`src/rtl/fft_2.sv`:
```
// fft_2: 4-point radix-2 DIT FFT over 1-bit real samples.
// Capture register, butterfly stage 1, butterfly stage 2 (twiddle -j).
module fft_2 (
   input  logic       clk,
   input  logic       rst_n,
   input  logic       in_valid,
   input  logic [3:0] inp,
   output logic       out_valid,
   output logic [2:0] rout_0,
   output logic [2:0] rout_1,
   output logic [2:0] rout_2,
   output logic [2:0] rout_3,
   output logic [2:0] iout_0,
   output logic [2:0] iout_1,
   output logic [2:0] iout_2,
   output logic [2:0] iout_3
);

   logic [3:0]        r_x;
   logic              r_v0;
   logic signed [2:0] r_a0, r_a1, r_b0, r_b1;
   logic              r_v1;
   logic [2:0]        r_re0, r_re1, r_re2, r_re3;
   logic [2:0]        r_im1, r_im3;
   logic              r_v2;

   logic signed [2:0] w_x0, w_x1, w_x2, w_x3;
   logic signed [2:0] w_sum, w_dif, w_neg;

   // zero-extend each 1-bit sample so the butterflies work in signed 3-bit
   assign w_x0 = {2'b00, r_x[0]};
   assign w_x1 = {2'b00, r_x[1]};
   assign w_x2 = {2'b00, r_x[2]};
   assign w_x3 = {2'b00, r_x[3]};

   assign w_sum = r_a0 + r_b0;
   assign w_dif = r_a0 - r_b0;
   assign w_neg = 3'sd0 - r_b1;

   // input capture: samples only move when qualified, valid always shifts
   always_ff @(posedge clk) begin
      if (!rst_n) begin
         r_x  <= 4'd0;
         r_v0 <= 1'b0;
      end else begin
         r_v0 <= in_valid;
         if (in_valid) r_x <= inp;
      end
   end

   // stage 1: even/odd pair sums and differences
   always_ff @(posedge clk) begin
      if (!rst_n) begin
         r_a0 <= 3'sd0;
         r_a1 <= 3'sd0;
         r_b0 <= 3'sd0;
         r_b1 <= 3'sd0;
         r_v1 <= 1'b0;
      end else begin
         r_v1 <= r_v0;
         if (r_v0) begin
            r_a0 <= w_x0 + w_x2;
            r_a1 <= w_x0 - w_x2;
            r_b0 <= w_x1 + w_x3;
            r_b1 <= w_x1 - w_x3;
         end
      end
   end

   // stage 2: combine halves, odd bins rotate b1 by -j
   always_ff @(posedge clk) begin
      if (!rst_n) begin
         r_re0 <= 3'd0;
         r_re1 <= 3'd0;
         r_re2 <= 3'd0;
         r_re3 <= 3'd0;
         r_im1 <= 3'd0;
         r_im3 <= 3'd0;
         r_v2  <= 1'b0;
      end else begin
         r_v2 <= r_v1;
         if (r_v1) begin
            r_re0 <= w_sum;
            r_re2 <= w_dif;
            r_re1 <= r_a1;
            r_re3 <= r_a1;
            r_im1 <= w_neg;
            r_im3 <= r_b1;
         end
      end
   end

   assign out_valid = r_v2;
   assign rout_0    = r_re0;
   assign rout_1    = r_re1;
   assign rout_2    = r_re2;
   assign rout_3    = r_re3;
   assign iout_0    = 3'd0;
   assign iout_1    = r_im1;
   assign iout_2    = 3'd0;
   assign iout_3    = r_im3;

endmodule

```
`config.mk`:
```
export PLATFORM = sky130hd
export DESIGN_NAME = fft_2
export DESIGN_NICKNAME = d
export VERILOG_FILES = /design/src/rtl/fft_2.sv
export SDC_FILE = /design/constraint.sdc
export NUM_CORES = 1
export LEC_CHECK = 0
export CAP_MARGIN = 40
export CORE_UTILIZATION = 49
export CTS_BUF_LIST = sky130_fd_sc_hd__clkbuf_16
export DETAILED_ROUTE_END_ITERATION = 6
export HOLD_SLACK_MARGIN = 0.15
export PLACE_DENSITY = 0.87
export SETUP_SLACK_MARGIN = 0.2
export SLEW_MARGIN = 5
export SYNTH_ARGS = -nofsm -noshare
export SYNTH_HDL_FRONTEND = slang
export SYNTH_SLANG_ARGS = --single-unit
```
`constraint.sdc`:
```
create_clock -name clk -period 3.9 [get_ports clk]
set_clock_uncertainty 0.2 [all_clocks]
set_input_delay 0.975 -clock clk [delete_from_list [all_inputs] [get_ports clk]]
set_output_delay 0.975 -clock clk [all_outputs]
set_load 0.01 [all_outputs]
```
==> impl_metrics.json, run 1 <==
{
  "fin_tns_setup_ns": 0,
  "insertedDiodeCount": 0,
  "grt_pass1_vias": 684,
  "dieArea_sq_um": 2500,
  "rows": 17,
  "leakage_nw": 0.593,
  "async_flop_share_pct": 0,
  "worstMarginPinSlew_ns": 0.679,
  "clk_path_buf_depth": 2,
  "post_cts_buffers": 0,
  "drt_iter0_markers": 5,
  "power.density_nw_per_um2": 428,
  "slowest_stage": "clkdlybuf4s50_1",
  "cts-resized-gates": 0,
  "synthAdderAreaFrac_pct": 11.3,
  "setup_slack_ns": 1.52,
  "drive_gt1_share_pct": 4.17,
  "gr-usage-all-layers_pct": 15.6,
  "grt_pass1_wl_um": 2890,
  "cp_top_family": "buffers and inverters",
  "synth_compound_area_share_pct": 6.21,
  "htree_levels": 1,
  "critPathRequiredTime_ns": 2.72,
  "finalMaxSlewViolations": 0,
  "die_h_um": 50.0,
  "netlist_area_sq_um": 1130,
  "cts.sinks": 24,
  "yosysTopAreaCell": "dfxtp_1",
  "synth_edf_count": 0,
  "fin_util_pct": 63.5,
  "antenna_left": 0,
  "place.port_buffers": 25,
  "die_width_um": 50.0,
  "wl_per_cell_um": 11.5,
  "gp_congestion": 0.705,
  "r2r_cells": 5,
  "worst_setup_path_end_kind": "output port",
  "pre_cts_slack_ns": 1.44,
  "setup_viol": 0,
  "cap_violations": 0,
  "synth.area.top_cells": "dfxtp_1, mux2i_1, buf_4, ha_1, nor2b_1",
  "cpPeakStageDelay_ns": 0.57,
  "tritoncts.num_buffers": 3,
  "path_cells": "clkdlybuf4s50_1",
  "synth_cells": 105,
  "synthSimpleGateAreaFrac_pct": 11.9,
  "ir_drop_mv": 0.227,
  "critPathLaunchType": "register",
  "hold_depth": 1,
  "crit_fanout": 5,
  "status": "finished, final reports clean",
  "synth_commonest_cells": "dfxtp_1, buf_4, mux2i_1, nor2b_1",
  "timing.fmax_ghz": 0.420,
  "antenna_found_initial": 0,
  "path_clk_slew_ns": 0.06,
  "cp.depth": 1,
  "synth_top_family_by_area": "buffers and inverters",
  "drcViolationCount": 0,
  "crit_buf_inv": 1,
  "hold_viol_final": 0,
  "rsz0062_at_grt": "no",
  "grt_overflow": 0,
  "via_per_inst": 4.68,
  "netlist-cell-type-count": 15,
  "ys.flop_type": "dfxtp_1",
  "post-route-period-util_pct": 61.0,
  "nNetsFinal": 137,
  "synth_top_area_share_pct": 42.6,
  "area_growth_syn_to_layout_pct": 23.3,
  "cp.arrival_ns": 1.20,
  "io_pins": 32,
  "synth_xor_area_share_pct": 0,
  "hpwl_um": 1210,
  "synth_most_common_cell": "dfxtp_1",
  "slew_headroom_pct": 54.6,
  "routed_wirelength_um": 1700,
  "yosysWarningCount": 0,
  "min_path_type": "register to register",
  "postSynthAreaPerCell_sq_um": 10.7,
  "grt_max_degree": 25,
  "first_pass_iters": 2,
  "post_synth_mux_area_share_pct": 12.4,
  "ys_seq_area_share_pct": 42.6,
  "crit_type": "register to output port",
  "clockRootBuffer": "clkbuf_16",
  "ys_ff_latch": 24,
  "vias": 693,
  "postCtsHoldBufs": 0,
  "initial_utilization_pct": 51.5,
  "clk_latency_ns": 0.25,
  "timing.final.crit_period_ns": 2.38,
  "core_sq_um": 2190,
  "tritoncts": "yes"
}
[per-layer routing]
| layer | wire length [um] | vias up | track usage (%) |
|---|---|---|---|
| li1 | - | 348 | - |
| met1 | 764 | 320 | 17.7 |
| met2 | 833 | 19 | 27.1 |
| met3 | 54 | 6 | 1.85 |
| met4 | 44 | 0 | 10.0 |
| met5 | 0 | - | 0 |
[state kept, by name (all words and copies together) (netlist names)]
register and cells:
r_b1 1, rout_2 2, r_a0 2, iout_3 1, out_valid 1, r_v0 1, rout_3 2, r_a1 1
iout_1 3, r_v1 1, r_x 4, rout_0 3, r_b0 2
[worst paths after layout]
path / endpoint / startpoint / slack [ns]
setup / recovery: rout_1[1] / rout_3[1]$_SDFFE_PN0P_ / 1.52
hold / removal: rout_0[2]$_SDFFE_PN0P_ / rout_0[2]$_SDFFE_PN0P_ / 0.29
setup reg to reg: rout_0[1]$_SDFFE_PN0P_ / r_b0[0]$_SDFFE_PN0P_ / 2.23
hold reg to reg: rout_0[2]$_SDFFE_PN0P_ / rout_0[2]$_SDFFE_PN0P_ / 0.29
[cells by family (layout without fill, tap and decap cells)]
| group | count (synthesis) | in the layout |
|---|---|---|
| and+or+nand+nor | 24 | 24 |
| buffers and inverters | 26 | 36 |
| muxes | 14 | 14 |
| adders and majority gates | 9 | 9 |
| DFF | 24 | 24 |
| other | 1 | 6 |
| AOI/OAI and AO/OA | 7 | 7 |
[layout by cell type (no fill, tap or decap)]
cell type	instances
nand2_1	7
inv_1	7
fa_1	2
and2_1	2
dfxtp_1	24
bufinv_16	1
clkdlybuf4s50_1	25
conb_1	6
o211a_1	7
ha_1	7
clkbuf_16	3
mux2i_1	14
and2_2	1
nor2b_1	14
[where the power goes]
group | switching [mW] | total (mW) | internal, mW
registers | 0.0101 | 0.264 | 0.254
logic | 0.0187 | 0.0458 | 0.0271
clock network | 0.0814 | 0.285 | 0.204
[per-stage QoR]
stage          hold WS (ns)  total power, mW  cells  area [sq um]
2_1_floorplan         0.282            0.304    110          1150
3_3_place_gp          0.262            0.313    144          1290
3_5_place_dp          0.276            0.316    144          1290
4_1_cts               0.286            0.598    148          1390
5_1_grt               0.319            0.617    148          1390
6_report              0.285            0.595    148          1390
[area by class of cell]
class | count | area (sq um)
Multi-Input combinational cell | 60 | 494
Tap cell | 28 | 35.0
Clock inverter | 1 | 30.0
Fill cell | 182 | 800
Sequential cell | 24 | 480
Inverter | 7 | 26.3
Clock buffer | 3 | 75.1
Timing Repair Buffer | 25 | 250
(Power assumes the default switching activity.)
==> inputs of run 2 (changes only) <==
--- a/config.mk
+++ b/config.mk
@@ -6,11 +6,11 @@
 export NUM_CORES = 1
 export LEC_CHECK = 0
 export CAP_MARGIN = 40
-export CORE_UTILIZATION = 49
+export CORE_UTILIZATION = 46
 export CTS_BUF_LIST = sky130_fd_sc_hd__clkbuf_16
 export DETAILED_ROUTE_END_ITERATION = 6
 export HOLD_SLACK_MARGIN = 0.15
-export PLACE_DENSITY = 0.87
+export PLACE_DENSITY = 0.82
 export SETUP_SLACK_MARGIN = 0.2
 export SLEW_MARGIN = 5
 export SYNTH_ARGS = -nofsm -noshare
==> constraint.sdc (replaced) <==
create_clock -name clk -period 2.2 [get_ports clk]
set_clock_uncertainty 0.2 [all_clocks]
set_input_delay 0.55 -clock clk [delete_from_list [all_inputs] [get_ports clk]]
set_output_delay 0.55 -clock clk [all_outputs]
set_load 0.01 [all_outputs]
==> impl_metrics.json, run 2 (synthesis results as in run 1) <==
{
  "status": "finished, final reports clean",
  "cpPeakStageDelay_ns": 0.56,
  "cts.sinks": 24,
  "die_h_um": 51.5,
  "crit_fanout": 5,
  "htree_levels": 1,
  "drive_gt1_share_pct": 4.17,
  "wl_per_cell_um": 10.5,
  "post-route-period-util_pct": 88.3,
  "antenna_found_initial": 0,
  "setup_viol": 0,
  "core_sq_um": 2250,
  "largest_reg_flops": 4,
  "cap_violations": 0,
  "insertedDiodeCount": 0,
  "top_register": "r_x",
  "initial_utilization_pct": 50.1,
  "slowest_stage": "clkdlybuf4s50_1",
  "worst_setup_path_end_kind": "output port",
  "tritoncts.num_buffers": 3,
  "power.density_nw_per_um2": 675,
  "clockRootBuffer": "clkbuf_16",
  "io_pins": 32,
  "area_growth_syn_to_layout_pct": 21.5,
  "clk_latency_ns": 0.25,
  "critPathRequiredTime_ns": 1.45,
  "timing.fmax_ghz": 0.515,
  "timing.final.crit_period_ns": 1.94,
  "postCtsHoldBufs": 0,
  "cp_top_family": "buffers and inverters",
  "routed_wirelength_um": 1560,
  "cp.arrival_ns": 1.19,
  "critPathLaunchType": "register",
  "leakage_nw": 0.602,
  "grt_pass1_vias": 618,
  "post_cts_buffers": 0,
  "final_cell_mix": "clkdlybuf4s50_1, dfxtp_1, mux2i_1, nor2b_1",
  "crit_type": "register to output port",
  "min_path_type": "register to register",
  "via_per_inst": 4.59,
  "die_width_um": 51.5,
  "gr-usage-all-layers_pct": 14.2,
  "nNetsFinal": 138,
  "path_cells": "clkdlybuf4s50_1",
  "tritoncts": "yes",
  "path_clk_slew_ns": 0.06,
  "first_pass_iters": 2,
  "ir_drop_mv": 0.422,
  "worstMarginPinSlew_ns": 0.645,
  "fin_tns_setup_ns": 0,
  "hpwl_um": 1210,
  "clk_path_buf_depth": 2,
  "drcViolationCount": 0,
  "vias": 679,
  "finalMaxSlewViolations": 0,
  "rsz0062_at_grt": "no",
  "grt_overflow": 0,
  "gp_congestion": 0.713,
  "crit_buf_inv": 1,
  "hold_viol_final": 0,
  "place.port_buffers": 25,
  "slew_headroom_pct": 57.0,
  "antenna_left": 0,
  "dieArea_sq_um": 2660,
  "fin_util_pct": 60.8,
  "drt_iter0_markers": 6,
  "grt_pass1_wl_um": 2710,
  "rows": 17,
  "grt_max_degree": 25
}
-- run 2: cell count changes in the layout (fill, tap and decap cells not counted) --
cell | previous run | this run
clkdlybuf4s50_1 | 25 | 24
bufinv_16 | 1 | 0
dlymetal6s2s_1 | 0 | 1
buf_4 | 0 | 1
-- run 2: final timing paths --
kind                               start                endpoint  slack (ns)  cells past startpoint
hold reg to reg   iout_1[1]$_SDFFE_PN0P_  iout_1[1]$_SDFFE_PN0P_        0.28                      1
setup reg to reg    r_a0[0]$_SDFFE_PN0P_  rout_2[1]$_SDFFE_PN0P_        0.60                      5
hold / removal    iout_1[1]$_SDFFE_PN0P_  iout_1[1]$_SDFFE_PN0P_        0.28                      1
setup / recovery  rout_3[1]$_SDFFE_PN0P_               rout_3[1]        0.26                      1
-- run 2: timing repair --
action | 4_1_cts | 5_1_grt
gates resized for setup | 0 | 1
setup endpoints to repair | 0 | 2
endpoints found under the hold margin | 0 | 0
-- run 2: final cells by class --
cell class	instances	area, sq um
tap	28	35.0
multi-input combinational	60	494
sequential	24	480
fill	208	883
inverter	7	26.3
clock buffer	3	75.1
timing repair buffer	26	260
-- run 2: metrics by stage --
stage / cell area [sq um] / setup slack, ns / power, mW / hold slack (ns) / std cells
CTS: 1370 / 0.227 / 0.941 / 0.281 / 148
finish: 1370 / 0.257 / 0.925 / 0.277 / 148
floorplan: 1150 / 0.696 / 0.538 / 0.282 / 110
detailed placement: 1290 / 0.417 / 0.559 / 0.268 / 145
global route: 1370 / 0.204 / 0.967 / 0.308 / 148
global placement: 1290 / 0.487 / 0.557 / 0.259 / 145
-- run 2: routing by layer --
metal	global-route usage [%]	share of wire (%)
met4	8.11	1.2
met3	2.63	3.5
met2	24.5	53
met1	16.3	42
met5	0	0
-- run 2: power by group --
| group | switching [mW] | total [mW] | internal [mW] |
|---|---|---|---|
| clock | 0.136 | 0.376 | 0.240 |
| combinational | 0.0320 | 0.0806 | 0.0485 |
| sequential | 0.0172 | 0.468 | 0.451 |
==> inputs of run 3 (changes only) <==
--- a/config.mk
+++ b/config.mk
@@ -6,11 +6,13 @@
 export NUM_CORES = 1
 export LEC_CHECK = 0
 export CAP_MARGIN = 40
+export CORE_MARGIN = 2
 export CORE_UTILIZATION = 46
 export CTS_BUF_LIST = sky130_fd_sc_hd__clkbuf_16
 export DETAILED_ROUTE_END_ITERATION = 6
 export HOLD_SLACK_MARGIN = 0.15
 export PLACE_DENSITY = 0.82
+export RECOVER_POWER = 25
 export SETUP_SLACK_MARGIN = 0.2
 export SLEW_MARGIN = 5
 export SYNTH_ARGS = -nofsm -noshare
==> impl_metrics.json, run 3 (synthesis results as in run 1) <==
{
  "hold_depth": 1,
  "via_per_inst": 4.51,
  "cts-resized-gates": 0,
  "drt_iter0_markers": 5,
  "cap_violations": 0,
  "ir_drop_mv": 0.391,
  "grtUsageMet1_pct": 16.4,
  "grt_overflow": 0,
  "clk_path_buf_depth": 2,
  "vias": 668,
  "top_usage_layer": "met2",
  "timing.fmax_ghz": 0.511,
  "power.density_nw_per_um2": 675,
  "post_cts_buffers": 0,
  "post-route-period-util_pct": 88.9,
  "r2r-start": "r_b0[0]$_SDFFE_PN0P_",
  "tritoncts.num_buffers": 3,
  "hold_viol_final": 0,
  "die_h_um": 53.5,
  "core_sq_um": 2280,
  "postCtsHoldBufs": 0,
  "use_met2_pct": 22.2,
  "drive_gt1_share_pct": 3.33,
  "hold_end": "rout_2[1]$_SDFFE_PN0P_",
  "setup_viol": 0,
  "met3_usage_pct": 2.50,
  "min_path_type": "register to register",
  "grt_pass1_vias": 588,
  "area_growth_syn_to_layout_pct": 21.0,
  "leakage_nw": 0.580,
  "finalMaxSlewViolations": 0,
  "initial_utilization_pct": 49.6,
  "numPlacedInstances": 145,
  "routed_wirelength_um": 1630,
  "crit_type": "input port to register",
  "final_cell_mix": "clkdlybuf4s50_1, dfxtp_1, mux2i_1, nor2b_1",
  "cts.sinks": 24,
  "rows": 17,
  "drcViolationCount": 0,
  "timing.final.crit_period_ns": 1.96,
  "wl_per_cell_um": 11.0,
  "worstMarginPinSlew_ns": 0.638,
  "tritoncts": "yes",
  "worst_setup_path_end_kind": "register",
  "finalNonFillerCells": 148,
  "timing.rr.end": "rout_0[1]$_SDFFE_PN0P_",
  "antenna_found_initial": 0,
  "critPathLaunchType": "input port",
  "dieArea_sq_um": 2870,
  "cp.arrival_ns": 1.93,
  "gr-usage-all-layers_pct": 13.3,
  "nFillCells": 199,
  "clockRootBuffer": "clkbuf_16",
  "io_pins": 32,
  "insertedDiodeCount": 0,
  "nNetsFinal": 138,
  "status": "finished, final reports clean",
  "path_clk_slew_ns": 0.06,
  "htree_levels": 1,
  "gp_congestion": 0.725,
  "grt_max_degree": 18,
  "crit_fanout": 16,
  "fin_tns_setup_ns": 0,
  "r2r_cells": 5,
  "antenna_left": 0,
  "slew_headroom_pct": 57.4,
  "r2r_setup_slack_ns": 0.60,
  "clk_latency_ns": 0.25,
  "critPathRequiredTime_ns": 2.18,
  "grt_pass1_wl_um": 2660,
  "die_width_um": 53.5,
  "rsz0062_at_grt": "no",
  "largest_reg_flops": 4,
  "hp-start": "rout_2[1]$_SDFFE_PN0P_",
  "first_pass_iters": 2,
  "top_register": "r_x",
  "place.port_buffers": 25
}
==> run 3: cell types whose count changed in the layout (fill, tap and decap cells not counted) <==
cell and change:
clkbuf_1 +1, buf_4 -1, dlymetal6s2s_1 -1, dlygate4sd3_1 +1
==> run 3: power by group <==
part / internal, mW / switching (mW) / total (mW) / leakage [nW]
Combinational: 0.0477 / 0.0332 / 0.0809 / 0.347
Clock: 0.240 / 0.133 / 0.373 / 0.0370
Sequential: 0.451 / 0.0171 / 0.468 / 0.196
Total: 0.738 / 0.184 / 0.922 / 0.580
==> run 3: area by class of cell <==
class                   instances  area, sq um  area share (%)
well taps                      28         35.0            2.57
clock buffers                   3         75.1            5.50
repair buffers                 26          254            18.6
inverters                       7         26.3            1.92
flip-flops and latches         24          480            35.2
multi-input cells              60          494            36.2
==> run 3: how the worst max path moves through the flow <==
stage                                      start                      to  slack [ns]
after floorplan             r_a0[0]$_SDFFE_PN0P_  rout_2[1]$_SDFFE_PN0P_        0.70
after detailed placement                   rst_n  iout_1[0]$_SDFFE_PN0P_        0.32
final                                      rst_n  iout_1[0]$_SDFFE_PN0P_        0.24
after CTS                 rout_3[1]$_SDFFE_PN0P_               rout_3[2]        0.24
after global routing                       rst_n  iout_1[0]$_SDFFE_PN0P_        0.14
after global placement                     rst_n  rout_3[1]$_SDFFE_PN0P_        0.36
==> run 3: critical path, cell delays in order <==
cell and delay [ns]:
dlygate4sd3_1 0.71, clkbuf_1 0.45, nor2b_1 0.22
==> run 3: metrics by stage <==
stage	worst slack [ns]	total power, mW	hold slack, ns	area, sq um	utilization, %
after floorplan	0.696	0.538	0.282	1150	-
after global placement	0.356	0.557	0.266	1290	56.8
after detailed placement	0.324	0.560	0.274	1290	56.8
after CTS	0.243	0.934	0.287	1370	60.1
after global routing	0.138	0.961	0.299	1370	60.0
final	0.243	0.922	0.285	1370	60.0
==> run 3: routing by layer <==
metal	wire length, um	vias to the layer above
li1	-	345
met1	737	308
met2	816	15
met3	70	0
met4	0	0
met5	0	-
